--- config.mk ---
export PLATFORM = sky130hd
export DESIGN_NAME = instr_fetch_unit
export DESIGN_NICKNAME = d
export VERILOG_FILES = /design/src/rtl/instr_fetch_unit.sv
export SDC_FILE = /design/constraint.sdc
export NUM_CORES = 1
export LEC_CHECK = 0
export ABC_CLOCK_PERIOD_IN_PS = 1790
export CAP_MARGIN = 20
export CELL_PAD_IN_SITES_DETAIL_PLACEMENT = 1
export CELL_PAD_IN_SITES_GLOBAL_PLACEMENT = 1
export CORE_MARGIN = 5
export CORE_UTILIZATION = 29
export CTS_CLUSTER_SIZE = 30
export DETAILED_ROUTE_END_ITERATION = 6
export DONT_BUFFER_PORTS = 1
export PLACE_DENSITY_LB_ADDON = 0.3
export SETUP_SLACK_MARGIN = 0.4
export SLEW_MARGIN = 20
export SYNTH_ARGS = -nofsm -noshare
export SYNTH_HDL_FRONTEND = slang
export SYNTH_SLANG_ARGS = --single-unit
--- constraint.sdc ---
create_clock -name clk -period 1.79 [get_ports clk]
set_input_delay 0.358 -clock clk [delete_from_list [all_inputs] [get_ports clk]]
set_output_delay 0.358 -clock clk [all_outputs]
set_load 0.01 [all_outputs]
--- src/rtl/instr_fetch_unit.sv ---
`default_nettype none
// ============================================================================
//  Module      : instr_fetch_unit
//  Description : RV32I fetch stage. Owns the PC, issues instruction memory
//                reads, buffers responses in a slot+skid queue and handles
//                execute-stage redirects, including dropping in-flight words.
//  Revision    : 1.0  initial release
// ============================================================================
module instr_fetch_unit #(
    parameter logic [31:0] RESET_PC = 32'h4000_0060
) (
    input  logic        clk,
    input  logic        rst,
    output logic [31:0] imem_address,
    output logic        imem_read,
    input  logic [31:0] imem_rdata,
    input  logic        imem_resp,
    input  logic        redirect_valid,
    input  logic [31:0] redirect_pc,
    input  logic        if_ready,
    output logic        if_valid,
    output logic [31:0] if_pc,
    output logic [31:0] if_instr
);

    localparam logic [31:0] c_PC_STEP = 32'd4;

    typedef enum logic [1:0] {
        S_IDLE    = 2'd0,
        S_FETCH   = 2'd1,
        S_HOLD    = 2'd2,
        S_DISCARD = 2'd3
    } state_t;

    state_t      r_state;
    logic [31:0] r_pc;
    logic [31:0] r_target;
    logic        r_slot_v;
    logic [31:0] r_slot_pc;
    logic [31:0] r_slot_instr;
    logic        r_skid_v;
    logic [31:0] r_skid_pc;
    logic [31:0] r_skid_instr;

    logic        w_consume;
    logic        w_slot_free;
    logic [31:0] w_pc_inc;

    assign w_consume    = r_slot_v & if_ready;
    assign w_slot_free  = ~r_slot_v | w_consume;
    assign w_pc_inc     = r_pc + c_PC_STEP;

    assign imem_read    = (r_state == S_FETCH) || (r_state == S_DISCARD);
    assign imem_address = r_pc;

    assign if_valid     = r_slot_v;
    assign if_pc        = r_slot_pc;
    assign if_instr     = r_slot_instr;

    always_ff @(posedge clk or negedge rst) begin
        if (!rst) begin
            r_state      <= S_IDLE;
            r_pc         <= RESET_PC;
            r_target     <= 32'h0;
            r_slot_v     <= 1'b0;
            r_slot_pc    <= 32'h0;
            r_slot_instr <= 32'h0;
            r_skid_v     <= 1'b0;
            r_skid_pc    <= 32'h0;
            r_skid_instr <= 32'h0;
        end else begin
            // A consumed slot empties unless a later branch refills it.
            if (w_consume) begin
                r_slot_v <= 1'b0;
            end

            case (r_state)
                S_IDLE: begin
                    r_state <= S_FETCH;
                end

                S_FETCH: begin
                    if (redirect_valid) begin
                        r_slot_v <= 1'b0;
                        r_skid_v <= 1'b0;
                        if (imem_resp) begin
                            r_pc <= redirect_pc;
                        end else begin
                            r_target <= redirect_pc;
                            r_state  <= S_DISCARD;
                        end
                    end else if (imem_resp) begin
                        r_pc <= w_pc_inc;
                        if (w_slot_free) begin
                            r_slot_v     <= 1'b1;
                            r_slot_pc    <= r_pc;
                            r_slot_instr <= imem_rdata;
                        end else begin
                            r_skid_v     <= 1'b1;
                            r_skid_pc    <= r_pc;
                            r_skid_instr <= imem_rdata;
                            r_state      <= S_HOLD;
                        end
                    end
                end

                S_HOLD: begin
                    if (redirect_valid) begin
                        r_slot_v <= 1'b0;
                        r_skid_v <= 1'b0;
                        r_pc     <= redirect_pc;
                        r_state  <= S_FETCH;
                    end else if (w_consume) begin
                        r_slot_v     <= r_skid_v;
                        r_slot_pc    <= r_skid_pc;
                        r_slot_instr <= r_skid_instr;
                        r_skid_v     <= 1'b0;
                        r_state      <= S_FETCH;
                    end
                end

                S_DISCARD: begin
                    // The outstanding word belongs to the abandoned path.
                    if (redirect_valid) begin
                        r_slot_v <= 1'b0;
                        r_skid_v <= 1'b0;
                    end
                    if (imem_resp) begin
                        r_pc    <= redirect_valid ? redirect_pc : r_target;
                        r_state <= S_FETCH;
                    end else if (redirect_valid) begin
                        r_target <= redirect_pc;
                    end
                end

                default: begin
                    r_state <= S_IDLE;
                end
            endcase
        end
    end

endmodule
`default_nettype wire

# [After elaboration in Yosys (flattened, before gate mapping)]
# Index checks and enable logic that the tools add are counted.
[totals] reg_bits=196
[op_classes] n_addsub=1 eq_ne=18 mux=46 n_bitwise=5 reduce_logical=11
[ops] cell="$mux W32" count=19
[ops] cell="$pmux W32 S2" count=3
[ops] cell="$pmux W32 S3" count=1
[ops] cell="$add A32 B3 Y32 const B" count=1
[ops] cell="$ne A2 B2 Y1 const B" count=11
[ops] cell="$mux W2" count=7
[ops] cell="$mux W1" count=13
[ops] cell="$ne A3 B3 Y1 const B" count=4
[ops] cell="$reduce_and A4 Y1" count=3
[ops] cell="$reduce_and A5 Y1" count=2
[ops] cell="$pmux W2 S4" count=1
[ops] cell="$pmux W1 S3" count=2
[ops] cell="$reduce_and A6 Y1" count=1
[ops] cell="$eq A2 B2 Y1 const B" count=2
[ops] cell="$reduce_bool A2 Y1" count=2
[ops] cell="$not A1 Y1" count=3
[ops] cell="$reduce_bool A3 Y1" count=1
[ops] cell="$eq A2 B1 Y1 const B" count=1
[ops] cell="$logic_not A2 Y1" count=1
[ops] cell="$and A1 B1 Y1" count=1
[ops] cell="$logic_or A1 B1 Y1" count=1
[ops] cell="$or A1 B1 Y1" count=1

# [Logic depth before layout (Yosys ltp)]
[depth] depth_word=6 depth_mapped=9 ltp_nobuf=6

# [Worst setup path after synthesis]
# No wires, ideal clock.
[synth_path] path_kind="reg2reg" startpoint="register r_pc[2], in the netlist imem_address[2]" endpoint="register r_pc[14], in the netlist imem_address[14]" setup_time_ns=0.084 t_arrival_ns=1.786 setup_slack_ns=-0.080 stages_incl_launch_ff=9 path_buffers=2 path_cell_list="dfrtp_1 ha_1 and4_1 buf_4 and3_1 buf_4 and3_1 xnor2_1 a21boi_0"
[synth_via] elab_chain_cells=4
[synth_rtl] element="start, declared" line_no="36" text="logic [31:0] r_pc;"
[synth_rtl] element="start signal, assigned" line_no="87" text="r_pc <= redirect_pc;"
[synth_rtl] element="start signal, assigned" line_no="93" text="r_pc <= w_pc_inc;"
[synth_rtl] element="start signal, assigned" line_no="111" text="r_pc <= redirect_pc;"
[synth_rtl] element="$add A32 B3 Y32" line_no="51" text="assign w_pc_inc = r_pc + c_PC_STEP;"
[synth_rtl] element="$mux W32" line_no="92" text="end else if (imem_resp) begin"
[synth_rtl] element="$mux W32" line_no="83" text="if (redirect_valid) begin"
[synth_rtl] element="$pmux W32 S3" line_no="77" text="case (r_state)"
# Every way passes these cells. The select of a mux whose other input is x is not followed.
# A chain may end at the register's enable or synchronous reset.

# [Final worst setup path]
[layout_path] startpoint="register r_state[0]" endpoint="register r_target[16]"
[layout_via] elab_chain_cells=3 word_cells_on_any_way=8 cone_classes="eq/ne (5); mux (1); reduce/logical (2)"
[layout_rtl] element="start, declared" line_no="35" text="state_t r_state;"
[layout_rtl] element="start signal, assigned" line_no="62" text="r_state <= S_IDLE;"
[layout_rtl] element="start signal, assigned" line_no="79" text="r_state <= S_FETCH;"
[layout_rtl] element="start signal, assigned" line_no="90" text="r_state <= S_DISCARD;"
[layout_rtl] element="$eq A2 B1 Y1 / $eq A2 B2 Y1 (equally long branches)" line_no="77"
[layout_rtl] element="$ne A2 B2 Y1 (no source line) / $reduce_bool A2 Y1 (equally long branches)"
[layout_rtl] element="$reduce_and A4 Y1 (no source line)"
[layout_rtl] element="end signal, assigned" line_no="89" text="r_target <= redirect_pc;"
[layout_rtl] element="end signal, assigned" line_no="132" text="r_target <= redirect_pc;"
[layout_rtl] element="end, declared" line_no="37" text="logic [31:0] r_target;"
# Parallel ways exist; a longest one is shown, timed or not.

==> results_dict.tcl <==
set metrics [dict create \
    rows 65 \
    timing.slew.headroom 0.599 \
    layout.nets 1041 \
    maxCapViolations 0 \
    dieArea_mm2 0.0357 \
    detail-route-antenna-nets 0 \
    synth.avg_cell_area_um2 10.9 \
    router_iterations_before_antenna_repair 5 \
    critical_path.reg2reg.startpoint "r_state[0]" \
    clock_tree.root_cell "clkbuf_16" \
    number_of_buffers_inserted_during_clock_tree_synthesis 17 \
    yosysSeqAreaShare 0.529 \
    post_route_cells_drive_above_1_share 0.395 \
    drt_iter0_drc 489 \
    clock_sink_count 196 \
    slew_viol_final 0 \
    timing.final.crit_period_ns 1.71 \
    worst_r2r_path_depth 5 \
    synth-edff-count 0 \
    crit_start "r_state[0]" \
    synth.ff_latch_count 196 \
    port_buffers 0 \
    max_freq_mhz 586 \
    min-delay-path-class "primary input to asynchronous set/reset pin" \
    critPathCaptureType "flip-flop" \
    ir_worst_vdd_uv 693 \
    path_class "flip-flop to flip-flop" \
    grt_use_total 0.169 \
    arrival_ns 2.04 \
    postRouteWirelength_mm 34.7 \
    fp.coreArea_mm2 0.0316 \
    pwrdens_mw_per_mm2 1050 \
    globalRouteOverflowTotal 0 \
    cp-start-kind "flip-flop" \
    cts.htree.levels 4 \
    ys_top_cells_by_count "dfrtp_1 (193), nand2_1 (99), mux2_2 (95), o21ai_0 (94), mux2i_1 (63)" \
    tritoncts "yes" \
    synth_cell_types 54 \
    synthesis.area_mm2 0.00928 \
    finalHoldViolations 196 \
    num_antenna_cells 0 \
    clkLatencyLatePin_ns 0.45 \
    postSynthCellCount 852 \
    totalPowerFinal_uw 13500 \
    finalWeightedCongestion 0.765 \
    tightestPinTransition_ns 0.594 \
    max-clock-path-buffers 2 \
    critPathMaxFanout 10 \
    drc 0 \
    timing.clock.skew_ns 0.0135 \
    critical_path_required_ns 2.12 \
    post-synth-top-area-cell "dfrtp_1" \
    synthFlopType "dfrtp_1" \
    setup_tns_ns 0 \
    area.growth.synth_to_final_pct 38.8 \
    ys_warn_count 0 \
    routedWlPerCell_um 25.0 \
    antenna_violations_before_repair 0 \
    outcome "finished with violations" \
    syn-num-nets 922 \
    dieHeight_um 189 \
    num_vias 7460 \
    initial_core_utilization 0.294 \
    num_io_pins 167 \
    grt_pass1_wl_mm 47.0 \
    synthDominantCellAreaShare 0.520 \
    post_synth_main_area_contributors "dfrtp_1 (52%), mux2_2 (12%), mux2i_1 (6.8%)" \
    setup_viol 0 \
    top_count_cell_post_synth "dfrtp_1" \
    die_w_um 189 \
    pin_count_of_the_biggest_net_entering_global_routing 197 \
    first_global_vias 7658 \
    failing_checks "hold timing" \
    asyncSetResetFlopFracSynth 1.00 \
    rsz_0062_raised_after_global_routing "yes" \
    routed_via_density 5.38 \
    cts.reportedPaths.clkPinSlew_ns 0.08 \
    detailed_place_hpwl_mm 19.2 \
    leakage_uw 0.00548 \
    final_min_period_over_clock_period 0.953 \
    hold_slack_ns -0.383 \
]
-- cell families (layout without fill, tap and decap cells) --
family                     count (synthesis)  in the layout  share of synthesized area
xor gates and xnor gates                  11             11                     0.0104
AOI/OAI and AO/OA                        223            223                      0.143
muxes                                    158            158                      0.183
and+or+nand+nor                          188            191                     0.0951
DFF                                      196            196                      0.529
buffers and inverters                     75            204                     0.0383
adders and majority gates                  1              1                    0.00135
-- flip-flops by register name, indices dropped and copies added, names as in the netlist --
register and count:
if_pc 32, imem_address 32, r_skid_v 1, if_valid 1, r_skid_pc 32, r_skid_instr 32, r_target 32, if_instr 32
r_state 2
-- per-layer routing --
| layer | global-route usage | up-vias | part of all wire | wire length, um |
|---|---|---|---|---|
| li1 | - | 3344 | - | - |
| met4 | 0.0488 | 0 | 0.018 | 610 |
| met2 | 0.270 | 193 | 0.48 | 16700 |
| met3 | 0.0533 | 42 | 0.068 | 2350 |
| met5 | 0 | - | 0 | 0 |
| met1 | 0.222 | 3881 | 0.43 | 15000 |
-- where the power goes --
group	internal, uW	total [uW]	switching [uW]
combinational	1830	3300	1470
clock	1840	3760	1920
sequential	5470	6450	978
-- cells in the final DEF (no fill, tap or decap), drive strengths merged, types with 3 or more instances in the layout --
master	netlist	layout
a21o	7	7
a21oi	45	45
a221oi	4	4
a222oi	3	3
a22o	5	5
a22oi	6	6
a31oi	10	10
and2	4	4
and3	7	7
buf	36	146
clkbuf	27	33
clkinv	0	5
clkinvlp	0	4
dfrtp	193	193
dfstp	3	3
inv	12	16
mux2	95	95
mux2i	63	63
nand2	100	102
nand2b	5	5
nand3	12	13
nand4	15	15
nor2	28	28
nor2b	4	4
nor3	6	6
o211ai	4	4
o21a	3	3
o21ai	96	96
o22ai	22	22
o31a	5	5
xnor2	3	3
xor2	8	8
-- cell type report --
| cell class | count | area (um2) |
|---|---|---|
| clock buffer | 19 | 443 |
| clock inverter | 13 | 103 |
| fill | 3367 | 18700 |
| inverter | 12 | 60.1 |
| multi-input combinational | 584 | 4790 |
| sequential | 196 | 4920 |
| tap | 402 | 503 |
| timing repair buffer | 160 | 2060 |
-- through the flow --
stage,util,instance area (um2),instances,hold WS [ns],worst slack (ns)
after floorplan,-,9870,852,0.0624,0.0557
after global placement,0.336,10600,1269,0.0745,0.0731
after detailed placement,0.336,10600,1269,0.0755,0.0471
after CTS,0.375,11800,1338,-0.413,0.135
after global routing,0.408,12900,1386,-0.419,0.0275
final,0.408,12900,1386,-0.383,0.0834
-- path summary, 6_finish.rpt --
kind,endpoint,slack [ns]
max in group asynchronous,imem_address[30],1.83
worst max register to register,r_target[16],0.08
worst min-delay path,if_pc[6],-0.38
worst min register to register,r_target[19],0.50
min in group clk,r_skid_instr[31],0.05
worst max-delay path,r_target[16],0.08
-- worst max-delay path: stages (launching register included) --
cell and delay [ns]:
dfrtp_2 0.41, buf_12 0.16, inv_6 0.07, or3_4 0.45, clkbuf_16 0.20, mux2_2 0.28
-- timing repair --
item                                    CTS  global route
pin swaps                                30            36
gates resized for setup                  79           112
cloned                                    5            20
endpoints found under the setup margin  218           225
setup buffers                            32            28
endpoints found under the hold margin   196           196
(Power assumes the default switching activity.)
